`src/rtl/fpga_cfg_pkg.sv`:
```
// Shared definitions for FPGA configuration loaders: loader state encoding,
// tile sizing helper and the legal K/N limits used by every loader.
package fpga_cfg_pkg;

    typedef enum logic [1:0] {
        UNCONF,
        LOAD,
        ACTIVE
    } cfg_state_e;

    localparam int K_MIN = 2;
    localparam int K_MAX = 6;
    localparam int N_MIN = 1;
    localparam int N_MAX = 16;

    // One bit per LUT entry plus the output-mode bit.
    function automatic int bits_per_tile(input int k);
        return (1 << k) + 1;
    endfunction

endpackage

```
`src/rtl/lut_tile.sv`:
```
// One K-input logic tile: 2^K-entry LUT, mode bit, optional output flop and
// a configuration write port that also returns the cell's previous content.
module lut_tile
    import fpga_cfg_pkg::*;
#(
    parameter int K = 5
) (
    input  logic         clock,
    input  logic         reset,
    input  logic         we,
    input  logic [K:0]   addr,
    input  logic         din,
    output logic         old_bit,
    input  logic         clr,
    input  logic         active,
    input  logic [K-1:0] in,
    output logic         out
);
    localparam int ENTRIES = 1 << K;

    logic [ENTRIES-1:0] lut_q, lut_d;
    logic               mode_q, mode_d;
    logic               q_q, q_d;
    logic               lut_val;

    // addr[K] is set only for the mode-bit slot, which follows the last LUT entry.
    always_comb begin
        lut_d  = lut_q;
        mode_d = mode_q;
        if (we) begin
            if (addr[K]) begin
                mode_d = din;
            end else begin
                lut_d[addr[K-1:0]] = din;
            end
        end
    end

    assign lut_val = lut_q[in];
    assign old_bit = addr[K] ? mode_q : lut_q[addr[K-1:0]];
    assign q_d     = clr ? 1'b0 : lut_val;
    assign out     = active && (mode_q ? q_q : lut_val);

    // NOTE: the LUT array is reset on purpose -- an unconfigured tile must read back as all zeros.
    always_ff @(posedge clock or posedge reset) begin
        if (reset) begin
            lut_q  <= '0;
            mode_q <= 1'b0;
            q_q    <= 1'b0;
        end else begin
            lut_q  <= lut_d;
            mode_q <= mode_d;
            q_q    <= q_d;
        end
    end

endmodule

```
`src/rtl/lut_cluster_cfg.sv`:
```
// Cluster of N K-input LUT tiles with a bit-serial configuration loader.
// Optional readback of the previous bitstream on cfg_dout under CFG_READBACK_EN.
module lut_cluster_cfg
    import fpga_cfg_pkg::*;
#(
    parameter int K = 5,
    parameter int N = 3
) (
    input  logic         clock,
    input  logic         reset,
    input  logic [K-1:0] in,
    output logic [N-1:0] out,
    input  logic         cfg_start,
    input  logic         cfg_valid,
    input  logic         cfg_data,
    output logic         cfg_ready,
    output logic         cfg_done
`ifdef CFG_READBACK_EN
    ,
    output logic         cfg_dout
`endif
);
    localparam int BPT   = bits_per_tile(K);
    localparam int TOTAL = N * BPT;
    localparam int BW    = $clog2(TOTAL);
    localparam int AW    = K + 1;

    cfg_state_e    state_q, state_d;
    logic [BW-1:0] b_q, b_d;
    logic [BW-1:0] tile_idx;
    logic [AW-1:0] offset;
    logic          accept, last_bit, active, q_clr;
    logic [N-1:0]  we, old_bits;

    assign cfg_ready = (state_q == LOAD) && !cfg_start;
    assign accept    = cfg_valid && cfg_ready;
    assign last_bit  = (b_q == BW'(TOTAL - 1));
    assign tile_idx  = b_q / BW'(BPT);
    assign offset    = AW'(b_q % BW'(BPT));
    assign active    = (state_q == ACTIVE);
    assign cfg_done  = active;
    // Flops run only while staying in ACTIVE, so they are already clear on LOAD entry.
    assign q_clr     = !active || (state_d != ACTIVE);

    always_comb begin
        state_d = state_q;
        b_d     = b_q;
        unique case (state_q)
            UNCONF: begin
                if (cfg_start) begin
                    state_d = LOAD;
                    b_d     = '0;
                end
            end
            LOAD: begin
                if (cfg_start) begin
                    b_d = '0;
                end else if (accept) begin
                    if (last_bit) begin
                        state_d = ACTIVE;
                        b_d     = '0;
                    end else begin
                        b_d = b_q + BW'(1);
                    end
                end
            end
            ACTIVE: begin
                if (cfg_start) begin
                    state_d = LOAD;
                    b_d     = '0;
                end
            end
            default: state_d = UNCONF;
        endcase
    end

    always_ff @(posedge clock or posedge reset) begin
        if (reset) begin
            state_q <= UNCONF;
            b_q     <= '0;
        end else begin
            state_q <= state_d;
            b_q     <= b_d;
        end
    end

    for (genvar t = 0; t < N; t++) begin : g_tile
        assign we[t] = accept && (tile_idx == BW'(t));

        lut_tile #(.K(K)) u_tile (
            .clock   (clock),
            .reset   (reset),
            .we      (we[t]),
            .addr    (offset),
            .din     (cfg_data),
            .old_bit (old_bits[t]),
            .clr     (q_clr),
            .active  (active),
            .in      (in),
            .out     (out[t])
        );
    end

`ifdef CFG_READBACK_EN
    logic cfg_dout_q, cfg_dout_d;

    always_comb begin
        cfg_dout_d = cfg_dout_q;
        for (int t = 0; t < N; t++) begin
            if (we[t]) cfg_dout_d = old_bits[t];
        end
    end

    always_ff @(posedge clock or posedge reset) begin
        if (reset) begin
            cfg_dout_q <= 1'b0;
        end else begin
            cfg_dout_q <= cfg_dout_d;
        end
    end

    assign cfg_dout = cfg_dout_q;
`else
    logic unused_old_bits;
    assign unused_old_bits = ^old_bits;
`endif

endmodule

```
`config.mk`:
```
export PLATFORM = sky130hd
export DESIGN_NAME = lut_cluster_cfg
export DESIGN_NICKNAME = d
export VERILOG_FILES = /design/src/rtl/fpga_cfg_pkg.sv /design/src/rtl/lut_tile.sv /design/src/rtl/lut_cluster_cfg.sv
export SDC_FILE = /design/constraint.sdc
export NUM_CORES = 1
export LEC_CHECK = 0
export BUFFER_PORTS_ARGS = -buffer_cell sky130_fd_sc_hd__buf_2
export CAP_MARGIN = 20
export CORE_MARGIN = 4
export CORE_UTILIZATION = 63
export DETAILED_ROUTE_END_ITERATION = 8
export PLACE_DENSITY_LB_ADDON = 0.12
export SETUP_SLACK_MARGIN = 0.4
export SYNTH_ARGS = -nofsm -noshare
export SYNTH_HDL_FRONTEND = slang
export SYNTH_SLANG_ARGS = --single-unit
```
`constraint.sdc`:
```
create_clock -name clock -period 5.1 [get_ports clock]
set_clock_uncertainty 0.15 [all_clocks]
set_input_delay 1.02 -clock clock [delete_from_list [all_inputs] [get_ports clock]]
set_output_delay 1.02 -clock clock [all_outputs]
set_load 0.01 [all_outputs]
```
==> results of run 1 <==
## synth_stat cells, types with 4 or more instances
library cell  instances  share of area
mux4_2               30           0.11
o21ai_0              15          0.012
nor3_1               13          0.010
buf_1                 4         0.0024
a31oi_1               4         0.0039
nor2_1               56          0.033
ha_1                  5         0.0099
mux2_2               78           0.14
mux2_4               19          0.045
nand2_1              99          0.059
a21oi_1              14          0.011
dfrtp_1             111           0.44
buf_2                 4         0.0032
nand3_1              11         0.0087
clkbuf_1             24          0.014
mux2i_1               7          0.011
inv_1                 8         0.0047
o31ai_1               5         0.0059
## flip-flops by register name, indices dropped and copies added, names as in the netlist
register and count:
g_tile.u_tile.lut_q 96, b_q 7, g_tile.u_tile.mode_q 3, g_tile.u_tile.q_q 3
state_q 2
## worst reg2reg max path, cell delays in order (launching register included)
cell and delay (ns):
dfrtp_1 0.67, inv_1 0.27, ha_1 0.30, nor4_1 0.63
and2_1 0.34, o21ai_1 0.25, or4_4 0.61, nand2_2 0.42
nand2_1 0.17, mux2_4 0.33
## worst paths after layout
path / from / endpoint / slack, ns
min: g_tile[2].u_tile.lut_q[8] / g_tile[2].u_tile.lut_q[8] / 0.36
max: in[0] / out[1] / 0.63
min reg2reg: g_tile[2].u_tile.lut_q[8] / g_tile[2].u_tile.lut_q[8] / 0.36
max reg2reg: b_q[0] / g_tile[2].u_tile.lut_q[0] / 0.87
max in group asynchronous: reset / g_tile[0].u_tile.lut_q[1] / 3.34
min in group asynchronous: reset / g_tile[1].u_tile.lut_q[16] / 0.40
## metal layers
| metal | global-route usage | share of wire | vias up | wire (um) |
|---|---|---|---|---|
| met5 | 0 | 0 | - | 0 |
| met4 | 0.0730 | 0.019 | 0 | 272 |
| met3 | 0.0573 | 0.054 | 26 | 751 |
| met2 | 0.423 | 0.49 | 114 | 6910 |
| met1 | 0.358 | 0.43 | 2223 | 6100 |
| li1 | - | - | 2021 | - |
## cell usage in the layout, fill, tap and decap left out, types with 2 or more instances in the layout
master and instances:
a21oi_1 14, or2_2 3, nand2_1 99, nand2b_1 3, nor4_1 2, clkinvlp_4 3
nand2_2 2, mux4_2 30, o32ai_1 2, clkinv_4 3, nor2_1 56, ha_1 5
nor3_1 13, a31oi_1 4, dfrtp_1 111, inv_1 7, buf_2 14, mux2_2 78
nand4_1 2, o21ai_1 2, a21o_1 3, mux2_1 3, mux2i_1 7, clkbuf_8 9
a31o_2 2, o21a_1 2, o31ai_1 4, and3_1 3, nand3b_1 2, o21ai_4 2
a21boi_0 2, o21ai_0 15, nor2b_1 3, nand3_1 11, mux2_4 19, buf_4 7
and2_1 2
## power by group
part | switching [mW] | leakage [nW] | internal (mW)
Combinational | 0.122 | 1.40 | 0.0696
Clock | 0.314 | 0.0775 | 0.177
Sequential | 0.0202 | 1.54 | 0.894
## through the flow
step                setup slack [ns]  instances  area (sq um)   util
floorplan                      0.549        571          6340      -
global placement               0.672        687          6450  0.660
detailed placement             0.629        687          6450  0.660
CTS                            0.625        702          6630  0.678
global route                   0.410        703          6650  0.681
finish                         0.626        703          6650  0.681
## area by class of cell
class / instances / area (sq um)
well taps: 133 / 166
multi-input cells: 414 / 3350
clock buffers: 9 / 124
flip-flops and latches: 111 / 2780
inverters: 8 / 32.5
fillers: 769 / 3120
repair buffers: 22 / 150
clock inverters: 6 / 48.8
## cell families after synthesis
logic type / after synthesis
adder cells (fa/ha/maj): 5
AO/OA/AOI/OAI: 62
flip-flops: 111
XOR/XNOR: 2
AND/OR/NAND/NOR: 208
multiplexers: 137
buffers and inverters: 46
==> flow_summary_export.csv, run 1 <==
group,metric,value,unit
status,status,"completed",
timing,fin_hold_ws,0.362,ns
global_routing,grt_pass1_wl,23300,um
synthesis,postSynth.asyncResetShare,1.00,
critical_path,crit_cells,9,
timing,slew_violations,0,
cts,cts_tree,"yes",
timing,worst_pin_slew,0.882,ns
critical_path,critPathSlowestCell,"mux4_2",
timing,rsz0062_at_grt,"no",
power_and_ir_drop,p_total,1.60,mW
floorplan,start_util,0.648,
synthesis,syn-num-nets,586,
drt,route.detailed.drc,0,
drt,drt_iter0_drc,390,
synthesis,synth_xor_area_frac,0.00276,
critical_path,worstPathRequired,3.93,ns
floorplan,dieArea,11700,sq um
timing,max_freq,224,MHz
cts,root_buffer,"clkbuf_8",
global_routing,grt_use_total,0.261,
global_routing,antenna_found_initial,0,
floorplan,dieWidth,108,um
synthesis,yosysUniqueCellTypes,55,
timing,fin_crit,4.47,ns
placed_design,gp_congestion,0.838,
critical_path,cp_max_fo,13,
synthesis,synth-edff-count,0,
critical_path,r2r_cells,9,
cts,htreeDepth,3,
floorplan,die_h,108,um
min_path,hold_path_class,"flip-flop to flip-flop",
drt,routedWlPerCell,20.0,um
synthesis,ys.flop_type,"dfrtp_1",
min_path,hold_depth,1,
finish,final_nets,581,
synthesis,synthSimpleGateAreaFrac,0.143,
synthesis,synth_mux_area_frac,0.307,
finish,layout-drive-gt1-share,0.316,
synthesis,syn_area,6340,sq um
synthesis,synthCells,571,
drt,vias,4384,
timing,relSlewSlack,0.412,
critical_path,path_class,"input port to output port",
drt,dr.pass1.iters,4,
finish,syn_to_final_growth,4.97,%
global_routing,grt_overflow,0,
timing,fin_crit_sh,0.877,
job,cap_violations,0,
synthesis,synthAdderAreaFrac,0.00987,
synthesis,synth_compound_area_frac,0.0659,
timing,setup_viol,0,
critical_path,worstPathArrival,3.30,ns
cts,ctsHoldBuffers,0,
critical_path,crit_family,"multiplexers",
floorplan,pin_count,15,
placed_design,dp_hpwl,9520,um
global_routing,grt_pass1_vias,4493,
timing,setup_tns,0,ns
drt,drt-total-wl,14000,um
timing,hold_violations,0,
cts,post-cts-setup-buffer-count,0,
floorplan,num_rows,36,
synthesis,ys_seq_area_frac,0.438,
floorplan,core_area,9770,sq um
drt,ant_nets,0,
global_routing,grt_max_degree,100,
synthesis,syn_avg_cell_area,11.1,sq um
critical_path,crit_chain,"buf_2 -> buf_4 -> mux4_2 -> mux4_2 -> mux2i_1 -> nor2_1 -> a21oi_1 -> nor2_1 -> buf_2",
cts,cts_resized,0,
synthesis,ys_ff_latch,111,
critical_path,crit_path_end_kind,"output port",
finish,n_antenna_cell,0,
cts,clk_latency,0.40,ns
cts,numCtsBuffers,9,
placed_design,io_buffers,14,
synthesis,synth_warnings,0,
cts,path_clk_slew,0.10,ns
critical_path,start_kind,"input port",
critical_path,critPathBufInv,3,
critical_path,slowest_delay,0.51,ns
synthesis,synth_top_family_by_area,"multiplexers",
power_and_ir_drop,leakagePower,3.01,nW
power_and_ir_drop,vdd_drop_max,260,uV
cts,cts.sink_count,111,
drt,vias_per_cell,6.24,
cts,clock_path_buffers,2,
power_and_ir_drop,cellPowerDensity,240,nW/um^2
Power figures use the tool's default switching activity.
==> run 2, diff against run 1 <==
--- a/config.mk
+++ b/config.mk
@@ -8,10 +8,11 @@
 export BUFFER_PORTS_ARGS = -buffer_cell sky130_fd_sc_hd__buf_2
 export CAP_MARGIN = 20
 export CORE_MARGIN = 4
-export CORE_UTILIZATION = 63
+export CORE_UTILIZATION = 64
 export DETAILED_ROUTE_END_ITERATION = 8
 export PLACE_DENSITY_LB_ADDON = 0.12
 export SETUP_SLACK_MARGIN = 0.4
 export SYNTH_ARGS = -nofsm -noshare
 export SYNTH_HDL_FRONTEND = slang
+export SYNTH_HIERARCHICAL = 1
 export SYNTH_SLANG_ARGS = --single-unit
==> run 2 against run 1 <==
Compared with the run above: routed wire length is 0.19% lower; sequential power rose by 0.8%; via count grew 10%; first-iteration DRC count is 32% lower; non-clock buffer count up 3.
==> flow_summary_export.csv, run 2 <==
group,metric,value,unit
status,status,"completed",
finish,largest_registers,"g_tile.u_tile/lut_q: 96 flops, b_q: 7 flops",
job,cap_violations,0,
critical_path,crit_chain,"inv_1 -> ha_1 -> and2_1 -> and3_1 -> o22ai_1 -> nand3_4 -> a21oi_1 -> a31o_1 -> buf_4 -> nor3b_2 -> nand2_1 -> mux2_1",
global_routing,antenna_found_initial,0,
floorplan,die_h,110,um
synthesis,syn_area,6600,sq um
critical_path,path_class,"flip-flop to flip-flop",
finish,syn_to_final_growth,3.52,%
finish,layout_common_cells,"dfrtp_1 (111), nand2_1 (104), mux2_1 (97)",
cts,ctsHoldBuffers,0,
power_and_ir_drop,cellPowerDensity,237,nW/um^2
placed_design,io_buffers,14,
timing,hold_violations,0,
floorplan,pin_count,15,
finish,layout_commonest_cell,"dfrtp_1",
critical_path,cp_max_fo,18,
finish,n_antenna_cell,0,
finish,largest_reg_flops,96,
floorplan,dieWidth,110,um
timing,setup_viol,0,
placed_design,gp_congestion,0.870,
cts,cts_resized,0,
timing,fin_crit_sh,0.820,
critical_path,critPathSlowestCell,"dfrtp_1",
cts,cts.sink_count,111,
placed_design,placed_cells,775,
global_routing,grt_overflow,0,
critical_path,worstPathArrival,4.31,ns
finish,utilization,0.690,
critical_path,slowest_delay,0.72,ns
power_and_ir_drop,vdd_drop_max,216,uV
finish,final_nets,668,
cts,root_buffer,"clkbuf_8",
floorplan,dieArea,12000,sq um
drt,vias,4837,
power_and_ir_drop,leakagePower,3.24,nW
finish,regMostFlops,"g_tile.u_tile/lut_q",
cts,numCtsBuffers,9,
synthesis,syn_avg_cell_area,10.0,sq um
timing,max_freq,239,MHz
drt,dr.pass1.iters,5,
finish,fin_cells,791,
cts,clock_path_buffers,2,
critical_path,worstPathRequired,5.22,ns
finish,final.fill_count,795,
timing,rsz0062_at_grt,"no",
synthesis,synthCells,657,
placed_design,dp_hpwl,9770,um
timing,worst_pin_slew,0.713,ns
timing,fin_crit,4.18,ns
drt,drt-total-wl,14000,um
synthesis,synth_warnings,6,
drt,route.detailed.drc,0,
cts,post-cts-setup-buffer-count,0,
critical_path,crit_path_end_kind,"flip-flop",
cts,htreeDepth,3,
synthesis,syn-num-nets,672,
drt,drt_iter0_drc,265,
timing,slew_violations,0,
cts,cts_tree,"yes",
critical_path,critPathBufInv,2,
global_routing,grt_max_degree,52,
timing,setup_tns,0,ns
drt,vias_per_cell,6.12,
critical_path,start_kind,"flip-flop",
finish,layout-drive-gt1-share,0.0897,
global_routing,grt_use_total,0.255,
floorplan,start_util,0.666,
drt,routedWlPerCell,17.7,um
global_routing,grt_pass1_vias,4812,
floorplan,num_rows,36,
timing,relSlewSlack,0.524,
critical_path,worstSetupStartpoint,"b_q[1]",
critical_path,crit_family,"compound AO/OA/AOI/OAI gates",
min_path,min_from,"g_tile[1].u_tile/lut_q[12]",
min_path,hold_path_class,"flip-flop to flip-flop",
global_routing,grt_pass1_wl,23900,um
cts,clk_latency,0.39,ns
critical_path,r2r_start,"b_q[1]",
floorplan,core_area,9910,sq um
drt,ant_nets,0,
cts,path_clk_slew,0.11,ns
-- run 2: metrics by stage --
| step | hold slack (ns) | total power [mW] | setup WS, ns | instance area [sq um] |
|---|---|---|---|---|
| after floorplan | 0.307 | 1.10 | 1.47 | 6600 |
| after global placement | 0.317 | 1.13 | 1.09 | 6660 |
| after detailed placement | 0.325 | 1.14 | 0.930 | 6660 |
| after CTS | 0.348 | 1.63 | 0.957 | 6840 |
| after global routing | 0.363 | 1.69 | 0.653 | 6840 |
| final | 0.344 | 1.62 | 0.919 | 6840 |
-- run 2: metal layers --
| layer | GRT usage | routed length (um) | vias up |
|---|---|---|---|
| met3 | 0.0558 | 770 | 15 |
| li1 | - | - | 2281 |
| met5 | 0 | 0 | - |
| met2 | 0.415 | 6830 | 149 |
| met4 | 0.0623 | 159 | 0 |
| met1 | 0.350 | 6250 | 2392 |
-- run 2: final timing paths --
path	cells past startpoint	slack, ns	endpoint
setup / recovery	12	0.92	g_tile[2].u_tile/lut_q[8]
hold / removal	1	0.34	g_tile[1].u_tile/lut_q[12]
setup reg to reg	12	0.92	g_tile[2].u_tile/lut_q[8]
hold reg to reg	1	0.34	g_tile[1].u_tile/lut_q[12]
max in group asynchronous	3	3.55	g_tile[2].u_tile/lut_q[27]
min in group asynchronous	2	0.46	b_q[3]
-- run 2: layout make-up --
type / count / area, sq um / share of cell area
Clock inverter: 5 / 33.8 / 0.00494
Sequential cell: 111 / 2780 / 0.406
Timing Repair Buffer: 25 / 165 / 0.0242
Inverter: 11 / 41.3 / 0.00604
Clock buffer: 11 / 141 / 0.0207
Multi-Input combinational cell: 495 / 3510 / 0.513
Tap cell: 133 / 166 / 0.0243
-- run 2: power by group --
part           internal [mW]  total, mW  switching [mW]
Combinational         0.0692      0.205           0.136
Sequential             0.900      0.922          0.0222
Clock                  0.190      0.494           0.304
Total                   1.16       1.62           0.462
